File: src/rtl/gmem_pkg.sv
// Shared types and slot helpers for the global data-memory arbiter.
// Slot 2i is channel i's load request and slot 2i+1 is its store request.
package gmem_pkg;

    typedef enum logic [2:0] {
        IDLE    = 3'd0,
        ACCESS  = 3'd1,
        RD_WAIT = 3'd2,
        RD_RESP = 3'd3,
        WR_RESP = 3'd4
    } state_e;

    typedef enum logic {
        OP_RD = 1'b0,
        OP_WR = 1'b1
    } op_e;

    function automatic int unsigned slot_chan(input int unsigned slot);
        return slot >> 1;
    endfunction

    function automatic op_e slot_op(input int unsigned slot);
        return slot[0] ? OP_WR : OP_RD;
    endfunction

endpackage

File: src/rtl/gmem_arbiter_rr_picker.sv
// Combinational round-robin picker: grants the first requester after last_grant.
module rr_picker #(
    parameter  int unsigned N  = 8,
    localparam int unsigned IW = $clog2(N)
) (
    input  logic [N-1:0]  req,
    input  logic [IW-1:0] last_grant,
    output logic [N-1:0]  gnt_c,
    output logic [IW-1:0] gnt_idx_c
);

    int unsigned idx;
    logic        found;

    // Scan N slots starting one past last_grant, wrapping modulo N.
    always_comb begin
        gnt_c     = '0;
        gnt_idx_c = '0;
        found     = 1'b0;
        idx       = 0;
        for (int unsigned k = 1; k <= N; k++) begin
            idx = (32'(last_grant) + k) % N;
            if (!found && req[IW'(idx)]) begin
                found             = 1'b1;
                gnt_c[IW'(idx)]   = 1'b1;
                gnt_idx_c         = IW'(idx);
            end
        end
    end

endmodule

File: src/rtl/gmem_arbiter.sv
// Serializes per-channel load/store requests round-robin onto one single-port
// synchronous SRAM, one access in flight, returning data/acks per channel.
module gmem_arbiter
    import gmem_pkg::*;
#(
    parameter int unsigned NUM_CHAN       = 4,
    parameter int unsigned MEM_ADDR_WIDTH = 8,
    parameter int unsigned MEM_DATA_WIDTH = 16
) (
    input  logic                      clk,
    input  logic                      reset,
    input  logic                      mem2read_req_addr_val  [NUM_CHAN-1:0],
    input  logic [MEM_ADDR_WIDTH-1:0] mem2read_req_addr      [NUM_CHAN-1:0],
    output logic                      mem2read_req_rdy       [NUM_CHAN-1:0],
    output logic                      mem2read_resp_data_val [NUM_CHAN-1:0],
    output logic [MEM_DATA_WIDTH-1:0] mem2read_resp_data     [NUM_CHAN-1:0],
    input  logic                      mem2read_resp_rdy      [NUM_CHAN-1:0],
    input  logic                      mem2write_req_val      [NUM_CHAN-1:0],
    input  logic [MEM_ADDR_WIDTH-1:0] mem2write_req_addr     [NUM_CHAN-1:0],
    input  logic [MEM_DATA_WIDTH-1:0] mem2write_req_data     [NUM_CHAN-1:0],
    output logic                      mem2write_req_rdy      [NUM_CHAN-1:0],
    output logic                      mem2write_resp_val     [NUM_CHAN-1:0],
    output logic                      sram_en,
    output logic                      sram_we,
    output logic [MEM_ADDR_WIDTH-1:0] sram_addr,
    output logic [MEM_DATA_WIDTH-1:0] sram_wdata,
    input  logic [MEM_DATA_WIDTH-1:0] sram_rdata
);

    localparam int unsigned NUM_SLOT = 2 * NUM_CHAN;
    localparam int unsigned SW       = $clog2(NUM_SLOT);
    localparam int unsigned CW       = (NUM_CHAN > 1) ? $clog2(NUM_CHAN) : 1;

    state_e                    state_q, state_d;
    op_e                       op_q, op_d;
    logic [CW-1:0]             ch_q, ch_d;
    logic [SW-1:0]             last_grant_q, last_grant_d;
    logic                      sram_en_q, sram_en_d;
    logic                      sram_we_q, sram_we_d;
    logic [MEM_ADDR_WIDTH-1:0] sram_addr_q, sram_addr_d;
    logic [MEM_DATA_WIDTH-1:0] sram_wdata_q, sram_wdata_d;
    logic [MEM_DATA_WIDTH-1:0] rdata_q, rdata_d;
    logic [NUM_CHAN-1:0]       rd_val_q, rd_val_d;
    logic [NUM_CHAN-1:0]       wr_val_q, wr_val_d;

    logic [NUM_SLOT-1:0]       req_c;
    logic [NUM_SLOT-1:0]       gnt_c;
    logic [SW-1:0]             gnt_idx_c;
    logic                      grant_c;

    rr_picker #(.N(NUM_SLOT)) u_picker (
        .req        (req_c),
        .last_grant (last_grant_q),
        .gnt_c      (gnt_c),
        .gnt_idx_c  (gnt_idx_c)
    );

    // Ready is only offered from IDLE and is forced low while reset is held.
    assign grant_c = reset && (state_q == IDLE) && (|gnt_c);

    for (genvar i = 0; i < NUM_CHAN; i++) begin : g_chan
        assign req_c[2*i]                = mem2read_req_addr_val[i];
        assign req_c[2*i+1]              = mem2write_req_val[i];
        assign mem2read_req_rdy[i]       = grant_c && gnt_c[2*i];
        assign mem2write_req_rdy[i]      = grant_c && gnt_c[2*i+1];
        assign mem2read_resp_data_val[i] = rd_val_q[i];
        assign mem2read_resp_data[i]     = rdata_q;
        assign mem2write_resp_val[i]     = wr_val_q[i];
    end

    assign sram_en    = sram_en_q;
    assign sram_we    = sram_we_q;
    assign sram_addr  = sram_addr_q;
    assign sram_wdata = sram_wdata_q;

    always_comb begin
        state_d      = state_q;
        op_d         = op_q;
        ch_d         = ch_q;
        last_grant_d = last_grant_q;
        sram_en_d    = 1'b0;
        sram_we_d    = 1'b0;
        sram_addr_d  = sram_addr_q;
        sram_wdata_d = sram_wdata_q;
        rdata_d      = rdata_q;
        rd_val_d     = rd_val_q;
        wr_val_d     = '0;
        unique case (state_q)
            IDLE: begin
                if (grant_c) begin
                    op_d         = slot_op(32'(gnt_idx_c));
                    ch_d         = CW'(slot_chan(32'(gnt_idx_c)));
                    last_grant_d = gnt_idx_c;
                    sram_en_d    = 1'b1;
                    state_d      = ACCESS;
                    if (op_d == OP_WR) begin
                        sram_we_d    = 1'b1;
                        sram_addr_d  = mem2write_req_addr[ch_d];
                        sram_wdata_d = mem2write_req_data[ch_d];
                    end else begin
                        sram_addr_d  = mem2read_req_addr[ch_d];
                    end
                end
            end
            ACCESS: begin
                if (op_q == OP_WR) begin
                    wr_val_d[ch_q] = 1'b1;
                    state_d        = WR_RESP;
                end else begin
                    state_d        = RD_WAIT;
                end
            end
            RD_WAIT: begin
                rdata_d        = sram_rdata;
                rd_val_d[ch_q] = 1'b1;
                state_d        = RD_RESP;
            end
            RD_RESP: begin
                if (mem2read_resp_rdy[ch_q]) begin
                    rd_val_d[ch_q] = 1'b0;
                    state_d        = IDLE;
                end
            end
            WR_RESP: state_d = IDLE;
            default: state_d = IDLE;
        endcase
    end

    always_ff @(posedge clk or negedge reset) begin
        if (!reset) begin
            state_q      <= IDLE;
            op_q         <= OP_RD;
            ch_q         <= '0;
            last_grant_q <= SW'(NUM_SLOT - 1);
            sram_en_q    <= 1'b0;
            sram_we_q    <= 1'b0;
            sram_addr_q  <= '0;
            sram_wdata_q <= '0;
            rdata_q      <= '0;
            rd_val_q     <= '0;
            wr_val_q     <= '0;
        end else begin
            state_q      <= state_d;
            op_q         <= op_d;
            ch_q         <= ch_d;
            last_grant_q <= last_grant_d;
            sram_en_q    <= sram_en_d;
            sram_we_q    <= sram_we_d;
            sram_addr_q  <= sram_addr_d;
            sram_wdata_q <= sram_wdata_d;
            rdata_q      <= rdata_d;
            rd_val_q     <= rd_val_d;
            wr_val_q     <= wr_val_d;
        end
    end

endmodule

File: config.mk
export PLATFORM = sky130hd
export DESIGN_NAME = gmem_arbiter
export DESIGN_NICKNAME = d
export VERILOG_FILES = /design/src/rtl/gmem_pkg.sv /design/src/rtl/gmem_arbiter_rr_picker.sv /design/src/rtl/gmem_arbiter.sv
export SDC_FILE = /design/constraint.sdc
export NUM_CORES = 1
export LEC_CHECK = 0
export ABC_CLOCK_PERIOD_IN_PS = 5320
export CAP_MARGIN = 20
export CELL_PAD_IN_SITES_DETAIL_PLACEMENT = 1
export CELL_PAD_IN_SITES_GLOBAL_PLACEMENT = 1
export CORE_MARGIN = 2
export CORE_UTILIZATION = 30
export CTS_CLUSTER_DIAMETER = 120
export DETAILED_ROUTE_END_ITERATION = 10
export PLACE_DENSITY_LB_ADDON = 0.12
export RECOVER_POWER = 25
export SYNTH_ARGS = -nofsm -noshare
export SYNTH_HDL_FRONTEND = slang
export SYNTH_SLANG_ARGS = --single-unit
export TNS_END_PERCENT = 20
File: constraint.sdc
create_clock -name clk -period 5.32 [get_ports clk]
set_input_delay 0.532 -clock clk [delete_from_list [all_inputs] [get_ports clk]]
set_output_delay 0.532 -clock clk [all_outputs]
set_load 0.05 [all_outputs]
# --- Word-level counts from Yosys, hierarchy flattened ---
# Cells that the tools add are included.
op_classes:
  order_cmp: 19
  reduce_logical: 40
  eq_ne: 5
  bitwise: 10
  n_mux: 80
  addsub: 8
op_table:
  columns: ["op", "n"]
  rows:
  - ["two-way mux 8 bit", 11]
  - ["OR 8 bit", 7]
  - ["two-way mux 3 bit", 11]
  - ["binary-select mux 16 bit (select 2 bit)", 1]
  - ["binary-select mux 8 bit (select 2 bit)", 2]
  - ["< comparator 3 x 4 -> 1 bit (second input constant)", 8]
  - ["two-way mux 1 bit", 31]
  - ["logical AND 1 bit", 26]
  - ["binary-select mux 1 bit (select 3 bit)", 8]
  - ["demux 1 bit (select 3 bit)", 8]
  - [">= comparator 3 x 1 -> 1 bit (second input constant)", 8]
  - ["two-way mux 16 bit", 1]
  - ["adder 3 bit (second input constant)", 4]
  - ["two-way mux 4 bit", 3]
  - ["case mux 3 bit (4 select lines)", 1]
  - ["case mux 4 bit (2 select lines)", 1]
  - ["OR reduction 8 bit", 1]
  - ["logical NOT 1 bit", 7]
  - ["adder 3 x 1 -> 3 bit (second input constant)", 2]
  - ["adder 3 x 2 -> 3 bit (second input constant)", 2]
  - ["== test 3 x 2 -> 1 bit (second input constant)", 2]
  - ["< comparator 2 x 3 -> 1 bit (second input constant)", 2]
  - ["AND reduction 2 bit", 3]
  - ["bitwise AND 4 bit", 1]
  - ["10 further kinds", 11]
totals:
  inputBits: 158
  reg_bits: 59
  elab_cells: 173
  output_inout_bits: 106

# --- Depth between registers and ports, before layout ---
logic_depth:
  word_depth: 29
  depth_mapped: 20

# --- Hierarchy ---
# A second synthesis with hierarchy kept.
hier_totals:
  cells_unflattened: 409
  area_unflattened_um2: 5088.6
modules_own_cells:
  columns: ["mod", "n_inst", "cells_per_inst", "area_each_um2", "seq_area_each_um2"]
  rows:
  - ["gmem_arbiter", 1, 254, 3682.3, 1480.2]
  - ["rr_picker", 1, 155, 1406.3, 0.0]

# --- Worst setup path after synthesis ---
# No wires, ideal clock.
synth_path:
  path_type: "register to output"
  startpoint: "register last_grant_q[1]"
  endpoint: "output mem2read_req_rdy[2] in the netlist's numbering"
  path_buffers: 4
  path_stages_with_launch: 16
  required_time_ns: 4.788
  slack_ns: 0.168
  t_arrival_ns: 4.620
  cell_sequence: "dfstp_2 > clkbuf_1 > buf_2 > inv_1 > ha_1 > buf_2 > mux4_2 > mux2i_4 > nand3_1 > or4_1 > o31ai_1 > nor3_1 > o2111ai_1 > o31ai_4 > clkbuf_1 > a21oi_1"
synth_rtl:
  columns: ["element", "line_no", "text"]
  rows:
  - ["start: declaration", "gmem_arbiter.sv:37", "logic [SW-1:0] last_grant_q, last_grant_d;"]
  - ["start signal: assignment", "gmem_arbiter.sv:134", "last_grant_q <= SW'(NUM_SLOT - 1);"]
  - ["start signal: assignment", "gmem_arbiter.sv:146", "last_grant_q <= last_grant_d;"]
  - ["end: declaration", "gmem_arbiter.sv:14", "output logic mem2read_req_rdy [NUM_CHAN-1:0],"]

==> results.json <==
{
  "antenna_cells_inserted": 0,
  "synth_area_um2": 5540,
  "drc": 0,
  "skew_ps": 5.95,
  "synth_ff_type": "dfrtp_1",
  "grt_pass1_wl_um": 32700,
  "slew_viol_final": 61,
  "synthCells": 595,
  "yosysTopAreaCell": "dfrtp_1",
  "reg2reg_slack_ps": 520,
  "tritoncts": "yes",
  "synth.top_cell.area_share": 0.253,
  "dpl.hpwl_um": 16900,
  "core_um2": 18000,
  "seq_area_frac_synth": 0.267,
  "finalSetupTns_ps": 0,
  "grtUsageTotal": 0.211,
  "fin_crit_sh": 0.931,
  "synth_edf_count": 0,
  "synth.distinct_cells": 77,
  "status": "finished, violations left",
  "initialDrtViolationCount": 246,
  "cts_buffer_depth": 2,
  "clk_latency_ps": 330,
  "wl_um": 21500,
  "maxSlewHeadroom": -1.13,
  "utilization": 0.466,
  "min_path_type": "reg -> reg",
  "hold_viol": 0,
  "path_class": "reg -> out",
  "avgRoutedWirePerCell_um": 20.8,
  "gp_routability_congestion": 0.852,
  "cp_slowest_cell": "mux4_2",
  "synthArstFlopShare": 1.00,
  "critical_path.cell_chain": "inv_1 > ha_2 > buf_12 > mux2i_1 > mux4_2 > and2_1 > nand3_2 > o221ai_1 > a311oi_1 > o2111ai_1 > o31ai_4 > a21oi_1 > buf_4",
  "ant_nets": 0,
  "cap_violations": 1,
  "clkSinkCount": 59,
  "rsz0062_at_grt": "no",
  "drive_above_1_share": 0.175,
  "start_kind": "flop",
  "die_h_um": 140,
  "path_clk_slew_ps": 50,
  "drt-vias-per-instance": 5.34,
  "cts_root_buffer": "clkbuf_16",
  "first_pass_iters": 4,
  "nFillCells": 2007,
  "die_area_um2": 19600,
  "required_ps": 4790,
  "grt_max_degree": 61,
  "failed_checks": "max-capacitance violations, max-slew violations",
  "cts_buffers": 9,
  "num_rows": 49,
  "crit_fanout": 27,
  "syn2layout_area_growth_pct": 51.5,
  "period_minus_slack_ps": 4950,
  "vias": 5520,
  "synth_warnings": 0,
  "die_w_um": 140,
  "final-setup-viol-count": 0,
  "cts_hold_buffers": 0,
  "tightest_slew_ps": 3200,
  "io_buffer_count": 263,
  "start_util": 0.308,
  "crit_path_end_kind": "primary output",
  "antenna_found_initial": 0,
  "ys_seq_elements": 59,
  "grt_pass1_vias": 5756,
  "htreeDepth": 3,
  "synth_fp_nets": 759,
  "layout.nets": 964,
  "avgSynthCellArea_um2": 9.32,
  "gr-total-overflow": 0,
  "synthTopCellsByArea": "dfrtp_1, mux2i_1, mux2_2",
  "io_pins": 264,
  "max_freq_mhz": 202,
  "hold-worst-slack_ps": 489,
  "critPathMaxStageDelay_ps": 600,
  "cp.arrival_ps": 4420
}
[synth_stat cells, types with 6 or more instances]
master and number:
mux2_4 10, mux2i_1 66, o22ai_1 17, buf_4 50, o21ai_0 23, a21oi_1 33, dfrtp_1 56, nand3_1 13
o221ai_1 6, inv_1 11, nor2_1 54, a31oi_1 7, mux4_2 12, nand2_1 45, ha_1 6, buf_2 14
clkbuf_1 22, nor3_1 9, and3_1 8, mux2_2 49
[logic make-up after synthesis]
kind of cell | Yosys count | share of synthesized area
simple gates | 160 | 0.139
buf+inv | 102 | 0.112
compound gates | 121 | 0.150
mux | 143 | 0.309
flops | 59 | 0.267
xor+xnor | 4 | 0.00903
fa+ha+maj | 6 | 0.0135
[metal layers]
metal | track usage | up-vias | wire length, um
met5 | 0 | - | 0
met4 | 0.0416 | 0 | 265
met3 | 0.0441 | 20 | 1380
met2 | 0.388 | 224 | 11300
met1 | 0.254 | 2702 | 8560
li1 | - | 2574 | -
[critical path: cells and delay by family, from the launching register on]
kind / cells / cell delay, ps
compound gates: 5 / 1330
mux: 2 / 730
buf+inv: 3 / 570
flops: 1 / 520
fa+ha+maj: 1 / 490
simple gates: 2 / 430
[layout by cell type (no fill, tap or decap), types with 3 or more instances in the layout]
| cell | Yosys | final |
|---|---|---|
| a31oi_1 | 7 | 7 |
| nand2_1 | 45 | 44 |
| or3_1 | 3 | 3 |
| nor3_1 | 9 | 7 |
| nor3_2 | 1 | 3 |
| inv_1 | 11 | 11 |
| and3_1 | 8 | 8 |
| buf_12 | 0 | 4 |
| mux2i_1 | 66 | 66 |
| nor2b_1 | 3 | 3 |
| mux2_1 | 4 | 4 |
| ha_1 | 6 | 4 |
| o21ai_0 | 23 | 23 |
| mux4_2 | 12 | 12 |
| o221ai_1 | 6 | 6 |
| mux2_2 | 49 | 49 |
| a21oi_1 | 33 | 33 |
| a211oi_1 | 3 | 3 |
| dfrtp_1 | 56 | 56 |
| buf_4 | 50 | 23 |
| nand3_1 | 13 | 13 |
| clkdlybuf4s50_1 | 0 | 254 |
| mux2_4 | 10 | 10 |
| nand2b_1 | 5 | 5 |
| clkbuf_16 | 0 | 9 |
| nor2_1 | 54 | 54 |
| o22ai_1 | 17 | 17 |
[layout make-up]
type	instances	area, um2	share of cell area
Clock buffer	10	239	0.0285
Clock inverter	6	63.8	0.00760
Multi-Input combinational cell	435	3480	0.414
Sequential cell	59	1480	0.177
Tap cell	229	287	0.0341
Timing Repair Buffer	283	2800	0.334
Inverter	12	45.0	0.00536
[path summary, 6_finish.rpt]
kind | startpoint | to | cells after the start
setup / recovery | last_grant_q[1] | mem2read_req_rdy[3] | 13
hold / removal | state_q[2] | state_q[0] | 1
setup reg to reg | last_grant_q[1] | sram_wdata[0] | 15
hold reg to reg | state_q[2] | state_q[0] | 1
max in group asynchronous | reset | sram_addr[0] | 2
min in group asynchronous | reset | state_q[1] | 2
[registers in the layout (all words and copies together) (netlist names), named ones only]
signal and flops:
rdata_q 16, sram_wdata 16, sram_addr 8, mem2write_resp_val 4
last_grant_q 3, state_q 3, ch_q 2, op_q 1
sram_en 1, sram_we 1
[through the flow]
| stage | setup slack (ps) | cell area [um2] | instances |
|---|---|---|---|
| after global placement | 561 | 8040 | 1014 |
| final | 367 | 8400 | 1034 |
| after global routing | 64.3 | 8400 | 1034 |
| after CTS | 50.5 | 8350 | 1030 |
| after floorplan | 168 | 5540 | 595 |
| after detailed placement | 406 | 8040 | 1014 |
[what timing repair did]
action / in CTS / in global routing
endpoints found under the setup margin: 0 / 8
endpoints found under the hold margin: 0 / 0
buffers inserted: 0 / 3
gates resized for setup: 0 / 5
Power is left out: the tool's default activity adds up to more than one toggle a clock period on the data nets, which glitch-free logic cannot reach.
